<file path="src/rtl/demux_route.sv">
// Registered 1-to-3 demultiplexer with a one-entry holding register per output
// port and a saturating counter of beats accepted with no select asserted.
module demux_route #(
  parameter int DW   = 4,
  parameter int CNTW = 8
) (
  input  logic            clk,
  input  logic            rst,
  input  logic [DW-1:0]   in_data,
  input  logic            in_valid,
  output logic            in_ready,
  input  logic            sel1,
  input  logic            sel2,
  input  logic            sel3,
  output logic [DW-1:0]   op1,
  output logic [DW-1:0]   op2,
  output logic [DW-1:0]   op3,
  output logic            op_valid1,
  output logic            op_valid2,
  output logic            op_valid3,
  input  logic            op_ready1,
  input  logic            op_ready2,
  input  logic            op_ready3,
  output logic [CNTW-1:0] drop_cnt
);

  // Handshake: a beat moves on any interface when valid && ready are both high
  // at a rising edge; in_ready never looks at in_valid, and an output's valid
  // and payload stay stable while it waits for its ready.

  localparam logic [CNTW-1:0] CNT_MAX = '1;
  localparam logic [CNTW-1:0] CNT_ONE = 1;

  logic [DW-1:0]   data_q [3];
  logic [DW-1:0]   data_d [3];
  logic [2:0]      vld_q, vld_d;
  logic [2:0]      rdy, tgt, free, load;
  logic [CNTW-1:0] cnt_q, cnt_d;
  logic            accept, drop;

  always_comb begin
    rdy = {op_ready3, op_ready2, op_ready1};
    tgt = 3'b000;
    if (sel1)      tgt = 3'b001;
    else if (sel2) tgt = 3'b010;
    else if (sel3) tgt = 3'b100;
    // A port can take a beat when empty or when it is draining this cycle.
    free     = ~vld_q | rdy;
    in_ready = (tgt == 3'b000) ? 1'b1 : |(tgt & free);
    accept   = in_valid && in_ready;
    load     = accept ? tgt : 3'b000;
    drop     = accept && (tgt == 3'b000);
    vld_d    = load | (vld_q & ~rdy);
    for (int k = 0; k < 3; k++) begin
      data_d[k] = load[k] ? in_data : data_q[k];
    end
    cnt_d = cnt_q;
    if (drop && (cnt_q != CNT_MAX)) cnt_d = cnt_q + CNT_ONE;
  end

  always_ff @(posedge clk or posedge rst) begin
    if (rst) begin
      for (int k = 0; k < 3; k++) data_q[k] <= '0;
      vld_q <= 3'b000;
      cnt_q <= '0;
    end else begin
      for (int k = 0; k < 3; k++) data_q[k] <= data_d[k];
      vld_q <= vld_d;
      cnt_q <= cnt_d;
    end
  end

  assign op1       = data_q[0];
  assign op2       = data_q[1];
  assign op3       = data_q[2];
  assign op_valid1 = vld_q[0];
  assign op_valid2 = vld_q[1];
  assign op_valid3 = vld_q[2];
  assign drop_cnt  = cnt_q;

endmodule
</file>
<file path="config.mk">
export PLATFORM = sky130hd
export DESIGN_NAME = demux_route
export DESIGN_NICKNAME = d
export VERILOG_FILES = /design/src/rtl/demux_route.sv
export SDC_FILE = /design/constraint.sdc
export NUM_CORES = 1
export LEC_CHECK = 0
export ABC_AREA = 1
export BUFFER_PORTS_ARGS = -buffer_cell sky130_fd_sc_hd__buf_2
export CAP_MARGIN = 0
export CELL_PAD_IN_SITES_DETAIL_PLACEMENT = 1
export CELL_PAD_IN_SITES_GLOBAL_PLACEMENT = 1
export CORE_ASPECT_RATIO = 0.75
export CORE_MARGIN = 5
export CORE_UTILIZATION = 39
export DETAILED_ROUTE_END_ITERATION = 16
export GPL_ROUTABILITY_DRIVEN = 1
export PLACE_DENSITY = 0.87
export SLEW_MARGIN = 10
export SYNTH_ARGS = -nofsm -noshare
export SYNTH_HDL_FRONTEND = slang
export SYNTH_SLANG_ARGS = --single-unit
</file>
<file path="constraint.sdc">
create_clock -name clk -period 1.9 [get_ports clk]
set_input_delay 0.095 -clock clk [delete_from_list [all_inputs] [get_ports clk]]
set_output_delay 0.095 -clock clk [all_outputs]
set_load 0.1 [all_outputs]
</file>
==> results.toml, run 1 <==
[place]
place_area_um2 = 1410
place.port_buffers = 36
gp_congestion = 0.776
dp_hpwl_mm = 2.45
place_ws_ns = 0.490

[critical_path]
end_kind = "primary output"
cp_slowest_stage_delay_ns = 0.46
worstPathMaxFanout = 16
cpMostUsedCell = "nor2_1"
cpMaxStageDelayCell = "buf_2"
cp.required_ns = 1.80
setup.worst_path.class = "register to primary output"
critical-path-top-delay-family = "buffers and inverters"
critPathBufInv = 2
crit_chain = "inv_1, nor2_1, nor2_1, nor2_2, nand2_4, buf_2"
cp.arrival_ns = 1.56
startpoint_type = "register"

[clocking]
post-cts-setup-buffers = 0
cts_buffers = 3
ctsResizeCount = 0
htree_num_levels = 1
clock-root-buffer = "clkbuf_8"
cts.sinks = 23
cts_tree = "done"
cts_max_path_buffers = 2
worstSkewPairLatency_ns = 0.27
path_clk_slew_ns = 0.09

[timing]
setup_viol_count_final = 0
finalHoldViolCount = 0
relSlewSlack_pct = 66.2
hold_slack_ns = 0.0173
grt_setup_unrepaired = "no"
layout_setup_ws_ns = 0.246
period_needed_ns = 1.65
setup_tns_ns = 0
clock_skew_ns = 0.00830
clock.fmax_mhz = 605
finalCritPeriodShare_pct = 87.1
worst_slew_pin_slew_ns = 0.511
slew_viol_final = 0

[drt]
ant_nets = 0
dr.pass1.iters = 4
drtIter0Drc = 68
vias = 1071
wl_per_cell_um = 14.2
drc = 0
drt_wl_total_mm = 3.11
vias_per_cell = 4.91

[yosys]
syn_nets = 156
synthFlopType = "dfrtp_1"
syn_area_um2 = 1210
ys_warn_count = 0
synth_edf_count = 0
synth-async-reset-ratio_pct = 100
synth_seq_cells = 23
syn-instance-count = 142
yosysSeqAreaShare_pct = 47.5
syn-mean-instance-area_um2 = 8.54
synth_cell_types = 23

[final_layout]
fill_cells = 378
fin_nets = 195
insertedDiodeCount = 0
final_common_cell = "nand2_1"
drive_above_1_share_pct = 32.2
layout_common_cells = "nand2_1 (57), buf_2 (36), dfrtp_1 (21)"
area_growth_pct = 20.7
final_area_um2 = 1460

[pwr]
leakagePower_nw = 0.842
p_per_area_nw_per_um2 = 1340
ir_drop_uv = 799

[die]
fp.dieW_um = 74.4
pin_count = 37
core_area_um2 = 2960
initial_core_util_pct = 41.0
die_area_um2 = 4340
rows = 17
fp.dieH_um = 58.3

[job]
cap_violations = 0

[outcome]
status = "finished, final reports clean"

[global_routing]
grt_use_total_pct = 15.7
antenna_found_initial = 0
grt-ovfl-total = 0
grt_pass1_vias = 1067
grt_max_degree = 19
grt_pass1_wl_mm = 5.20

[worst_hold_path]
worstHoldPathType = "input port to register"
final timing paths:
kind                                         start  slack, ns                      end  cells after the start
min                                      op_ready2       0.02       vld_q[1]$_DFF_PP0_                      2
min reg2reg                     op1[1]$_DFFE_PP0P_       0.47       op1[1]$_DFFE_PP0P_                      2
max                             vld_q[1]$_DFF_PP0_       0.25                 in_ready                      6
max in group asynchronous                      rst       1.01       vld_q[0]$_DFF_PP0_                      4
min in group asynchronous                      rst       0.34  drop_cnt[2]$_DFFE_PP0P_                      3
max reg2reg                drop_cnt[0]$_DFFE_PP0P_       0.45  drop_cnt[6]$_DFFE_PP0P_                      7
synth_stat cells, types with 2 or more instances:
master   instances  area [um2]
xor2_1           5        43.8
nand2_1         57         214
nand3_2          4        40.0
buf_6            2        22.5
nand2_4          2        22.5
o21ai_0          2        10.0
dfrtp_1         23         576
nand2_2          2        12.5
nor2_1           5        18.8
nand4_1         13        81.3
nand3_1          2        10.0
nor2_2           2        12.5
inv_1           13        48.8
registers in the layout, summed over array words and instances (netlist names):
signal,count
drop_cnt,8
op1,4
op2,4
op3,4
vld_q,3
final cells by class:
class / count / area (um2) / share of cell area, %
sequential: 23 / 578 / 39.5
multi-input combinational: 100 / 533 / 36.4
timing repair buffer: 38 / 198 / 13.5
inverter: 15 / 58.8 / 4.02
tap: 38 / 47.5 / 3.25
clock buffer: 3 / 41.3 / 2.82
clock inverter: 1 / 7.51 / 0.513
per-stage QoR:
step / util (%) / total power, mW / cells
6_report: 49.5 / 1.96 / 218
5_1_grt: 49.5 / 2.05 / 218
4_1_cts: 49.5 / 1.97 / 218
3_5_place_dp: 47.5 / 1.65 / 213
3_3_place_gp: 47.5 / 1.63 / 213
2_1_floorplan: - / 1.49 / 142
routing by layer:
layer	GRT usage, %	vias up	share of wire [%]
met5	0	-	0
met2	26.4	20	49
met3	3.12	7	4.3
met1	20.0	515	44
li1	-	529	-
met4	5.58	0	2.1
timing repair:
| action | in CTS | in global routing |
|---|---|---|
| hold buffers | 1 | 0 |
| endpoints found under the setup margin | 0 | 0 |
| endpoints found under the hold margin | 10 | 0 |
worst reg2reg max path: stages, from the launching register on:
cell	delay, ns
dfrtp_2	0.41
ha_1	0.19
nand2_1	0.12
nor3_4	0.27
nand2_1	0.10
nand3_2	0.14
nand2_1	0.09
nand2_1	0.08
cells by family after synthesis:
logic type	after synthesis	share of synthesized area (%)
buffers and inverters	19	8.57
adder cells (fa/ha/maj)	1	1.03
AO/OA/AOI/OAI	5	3.10
AND/OR/NAND/NOR	89	36.2
flip-flops	23	47.5
XOR/XNOR	5	3.61
power by group:
group / switching [mW] / leakage (nW) / internal [mW]
clock network: 0.168 / 0.0217 / 0.149
logic: 0.856 / 0.530 / 0.139
registers: 0.0660 / 0.290 / 0.580
No activity file was read; power rests on OpenSTA's default activity.
==> inputs of run 2 (changes only) <==
--- a/config.mk
+++ b/config.mk
@@ -11,12 +11,13 @@
 export CELL_PAD_IN_SITES_DETAIL_PLACEMENT = 1
 export CELL_PAD_IN_SITES_GLOBAL_PLACEMENT = 1
 export CORE_ASPECT_RATIO = 0.75
-export CORE_MARGIN = 5
+export CORE_MARGIN = 4
 export CORE_UTILIZATION = 39
 export DETAILED_ROUTE_END_ITERATION = 16
 export GPL_ROUTABILITY_DRIVEN = 1
+export MAX_ROUTING_LAYER = met4
 export PLACE_DENSITY = 0.87
-export SLEW_MARGIN = 10
+export SLEW_MARGIN = 30
 export SYNTH_ARGS = -nofsm -noshare
 export SYNTH_HDL_FRONTEND = slang
 export SYNTH_SLANG_ARGS = --single-unit
==> run 2 against run 1 <==
Effect of this change: flip-flop and latch count stayed put; non-clock buffer count is the same; fmax grew 0.57%; worst setup slack better by 0.0093 ns; critical endpoint unchanged; combinational power shrank 0.6%; highest routed layer unchanged; sequential share of layout area is the same; register-to-register slack gained 0.03 ns.
==> results.toml, run 2 (same netlist as run 1, synthesis figures left out) <==
[drt]
vias = 1059
drt_wl_total_mm = 2.99
vias_per_cell = 4.86
drtIter0Drc = 31
drc = 0
dr.pass1.iters = 4
wl_per_cell_um = 13.7
ant_nets = 0

[final_layout]
fill_cells = 375
multiInputGateArea_um2 = 533
largest_reg_flops = 8
area_growth_pct = 20.7
drive_above_1_share_pct = 32.2
seq_area_um2 = 578
insertedDiodeCount = 0
final_common_cell = "nand2_1"
fin_nets = 195
layout_common_cells = "nand2_1 (57), buf_2 (36), dfrtp_1 (21)"

[timing]
setup_tns_ns = 0
grt_setup_unrepaired = "no"
clock_skew_ns = 0.00425
clock.fmax_mhz = 608
setup_viol_count_final = 0
relSlewSlack_pct = 67.0
slew_viol_final = 0
hold_slack_ns = 0.0384
finalHoldViolCount = 0
finalCritPeriodShare_pct = 86.6
period_needed_ns = 1.64
worst_slew_pin_slew_ns = 0.499

[critical_path]
cpMaxStageDelayCell = "buf_2"
setup.worst_path.class = "register to primary output"
worstPathMaxFanout = 16
end_kind = "primary output"
startpoint_type = "register"
critical-path-top-delay-family = "buffers and inverters"
cpMostUsedCell = "nand2_1"
crit_chain = "nand2_1, nand2_1, nand2_1, inv_2, nand2_4, buf_2"
critPathBufInv = 2
cp.required_ns = 1.80
cp_slowest_stage_delay_ns = 0.46
cp.arrival_ns = 1.55

[place]
gp_congestion = 0.782
dp_hpwl_mm = 2.36
place.port_buffers = 36

[clocking]
cts_max_path_buffers = 2
cts.sinks = 23
cts_tree = "done"
ctsResizeCount = 0
htree_num_levels = 1
cts_buffers = 3
post-cts-setup-buffers = 0
path_clk_slew_ns = 0.08
cts_hold_buf = 1
worstSkewPairLatency_ns = 0.27
clock-root-buffer = "clkbuf_8"

[die]
fp.dieH_um = 56.3
initial_core_util_pct = 41.0
core_area_um2 = 2960
die_area_um2 = 4070
rows = 17
pin_count = 37
fp.dieW_um = 72.4

[pwr]
p_per_area_nw_per_um2 = 1330
leakagePower_nw = 0.842
ir_drop_uv = 919

[worst_hold_path]
worstHoldPathType = "input port to register"

[global_routing]
grt-ovfl-total = 0
grt_use_total_pct = 16.1
grt_pass1_wl_mm = 5.05
antenna_found_initial = 0
grt_max_degree = 24
grt_pass1_vias = 1043

[job]
cap_violations = 0

[outcome]
status = "finished, final reports clean"
## run 2: through the flow
step / utilization, % / cell area [um2] / setup slack [ns] / total power [mW] / std cells
after floorplan: - / 1210 / 0.0113 / 1.49 / 142
after detailed placement: 47.5 / 1410 / 0.493 / 1.65 / 213
after global placement: 47.5 / 1410 / 0.570 / 1.63 / 213
after CTS: 49.5 / 1460 / 0.234 / 1.97 / 218
final: 49.5 / 1460 / 0.255 / 1.94 / 218
after global routing: 49.5 / 1460 / 0.169 / 2.03 / 218
## run 2: power breakdown
part | internal, mW | switching [mW]
logic | 0.138 | 0.850
registers | 0.580 | 0.0651
clock network | 0.148 | 0.163
total | 0.867 | 1.08
## run 2: routing by layer
metal / wire length, um / track usage, % / vias to the layer above
li1: - / - / 527
met1: 1350 / 20.6 / 509
met2: 1490 / 26.5 / 21
met3: 128 / 3.22 / 2
met4: 19 / 3.16 / 0
met5: 0 / - / -
## run 2: path summary, 6_finish.rpt
kind	startpoint	endpoint	slack (ns)	depth (start not counted)
setup / recovery	vld_q[0]$_DFF_PP0_	in_ready	0.26	6
hold / removal	op_ready2	vld_q[1]$_DFF_PP0_	0.04	2
setup reg to reg	drop_cnt[0]$_DFFE_PP0P_	drop_cnt[6]$_DFFE_PP0P_	0.48	7
hold reg to reg	op3[1]$_DFFE_PP0P_	op3[1]$_DFFE_PP0P_	0.48	2
max in group asynchronous	rst	drop_cnt[1]$_DFFE_PP0P_	1.25	4
min in group asynchronous	rst	op2[0]$_DFFE_PP0P_	0.40	4
## run 2: cell type report
cell class,instances,area share [%]
repair buffers,38,13.5
flip-flops and latches,23,39.5
clock inverters,1,0.513
well taps,38,3.25
clock buffers,3,2.82
multi-input cells,100,36.4
inverters,15,4.02
==> inputs of run 3 (changes only) <==
--- a/config.mk
+++ b/config.mk
@@ -10,7 +10,6 @@
 export CAP_MARGIN = 0
 export CELL_PAD_IN_SITES_DETAIL_PLACEMENT = 1
 export CELL_PAD_IN_SITES_GLOBAL_PLACEMENT = 1
-export CORE_ASPECT_RATIO = 0.75
 export CORE_MARGIN = 4
 export CORE_UTILIZATION = 39
 export DETAILED_ROUTE_END_ITERATION = 16
==> constraint.sdc (replaced) <==
create_clock -name clk -period 2.04 [get_ports clk]
set_input_delay 0.102 -clock clk [delete_from_list [all_inputs] [get_ports clk]]
set_output_delay 0.102 -clock clk [all_outputs]
set_load 0.1 [all_outputs]
==> run 3 against run 2 <==
Effect of this change: wire length increased by 1.9%; global-route usage up 0.48 points; via count rose by 2.1%; hold slack worse by 0.0075 ns; register-to-register slack gained 0.11 ns; clock power fell by 29%; largest power group unchanged; die area decreased by 0.23%; cell count decreased by 2.8%; critical endpoint unchanged; count of clock-buffer cells in the layout did not move; critical path type unchanged; final area shrank 1.4%.
==> results.toml, run 3 (same netlist as run 1, synthesis figures left out) <==
[outcome]
status = "finished, final reports clean"

[clocking]
htree_num_levels = 1
clock-root-buffer = "clkbuf_4"
post-cts-setup-buffers = 0
cts.sinks = 23
cts_max_path_buffers = 2
cts_buffers = 3
worstSkewPairLatency_ns = 0.32
path_clk_slew_ns = 0.13
cts_tree = "done"

[die]
rows = 19
pin_count = 37
core_area_um2 = 2850
die_area_um2 = 4060
fp.dieW_um = 63.8
initial_core_util_pct = 42.5
fp.dieH_um = 63.8

[place]
dp_hpwl_mm = 2.48
gp_congestion = 0.753
dp_cells = 206
place_ws_ns = 0.601
place_area_um2 = 1400
place.port_buffers = 36

[drt]
drt_wl_total_mm = 3.04
drtIter0Drc = 21
wl_per_cell_um = 14.3
ant_nets = 0
top_layer_used = "met4"
dr.pass1.iters = 4
wl_met1_mm = 1.37
dr_wl_met3_um = 131
vias = 1081
vias_per_cell = 5.10
wl_met2_mm = 1.49
drc = 0

[final_layout]
final_cells = 212
layout_common_cells = "nand2_1 (57), buf_2 (36), dfrtp_1 (21)"
fin_nets = 196
final_common_cell = "nand2_1"
insertedDiodeCount = 0
final_util_pct = 50.6
fill_cells = 370
area_growth_pct = 19.1
final_area_um2 = 1440
drive_above_1_share_pct = 32.0
largest_reg_flops = 8

[worst_hold_path]
worstHoldPathType = "input port to register"
worstHoldStart = "op_ready1"

[global_routing]
grt-ovfl-total = 0
antenna_found_initial = 0
grt_pass1_vias = 1164
grt_use_total_pct = 16.5
grt_max_degree = 19
grt_pass1_wl_mm = 5.27

[job]
cap_violations = 0

[timing]
setup_viol_count_final = 0
finalHoldViolCount = 0
slew_viol_final = 0
period_needed_ns = 1.74
clock_skew_ns = 0.00203
grt_setup_unrepaired = "no"
layout_setup_ws_ns = 0.304
hold_slack_ns = 0.0309
finalCritPeriodShare_pct = 85.1
relSlewSlack_pct = 67.9
worst_slew_pin_slew_ns = 0.481
setup_tns_ns = 0
clock.fmax_mhz = 576

[pwr]
leakagePower_nw = 0.842
power_mw = 1.75
ir_drop_uv = 610
p_per_area_nw_per_um2 = 1210

[critical_path]
setup.worst_path.class = "register to primary output"
r2r_start = "drop_cnt[0]$_DFFE_PP0P_"
end_kind = "primary output"
cp.arrival_ns = 1.63
startpoint_type = "register"
worstPathMaxFanout = 16
critPathLaunch = "vld_q[1]$_DFF_PP0_"
cp.required_ns = 1.94
[run 3: cell count changes in the layout (fill, tap and decap cells not counted)]
cell / previous run / this run
clkbuf_8: 3 / 0
clkbuf_4: 0 / 3
clkinvlp_4: 1 / 0
clkinv_2: 0 / 1
dlygate4sd3_1: 1 / 2
[run 3: power by group]
group	internal [mW]	switching (mW)	total, mW
combinational	0.130	0.796	0.926
clock	0.0736	0.148	0.222
sequential	0.540	0.0630	0.603
total	0.743	1.01	1.75
[run 3: final timing paths]
path | end | slack (ns) | cells past startpoint
max | in_ready | 0.30 | 6
max in group asynchronous | drop_cnt[1]$_DFFE_PP0P_ | 1.15 | 4
max reg2reg | drop_cnt[1]$_DFFE_PP0P_ | 0.59 | 7
min | vld_q[0]$_DFF_PP0_ | 0.03 | 4
min in group asynchronous | op2[1]$_DFFE_PP0P_ | 0.32 | 3
min reg2reg | op2[2]$_DFFE_PP0P_ | 0.49 | 2
[run 3: repair_timing]
| action | in CTS | in global routing |
|---|---|---|
| setup endpoints to repair | 0 | 0 |
| hold endpoints to repair | 12 | 0 |
| resized for setup | 0 | 0 |
| hold buffers | 2 | 0 |
[run 3: final cells by class]
class / instances / area [um2] / area share [%]
clock buffers: 3 / 22.5 / 1.56
inverters: 15 / 58.8 / 4.07
clock inverters: 1 / 5.00 / 0.347
repair buffers: 39 / 208 / 14.4
multi-input cells: 100 / 533 / 36.9
well taps: 31 / 38.8 / 2.69
flip-flops and latches: 23 / 578 / 40.0
[run 3: worst max-delay path, cell delays in order (launching register included)]
cell and delay [ns]:
dfrtp_1 0.40, inv_1 0.07, nor2_1 0.05, nor2_1 0.11, nor2_2 0.06, nand2_4 0.16, buf_2 0.46
[run 3: routing by layer]
layer	track usage (%)	vias to the layer above
met2	27.0	27
met4	7.28	0
met1	20.5	522
met3	2.28	5
met5	-	-
li1	-	527
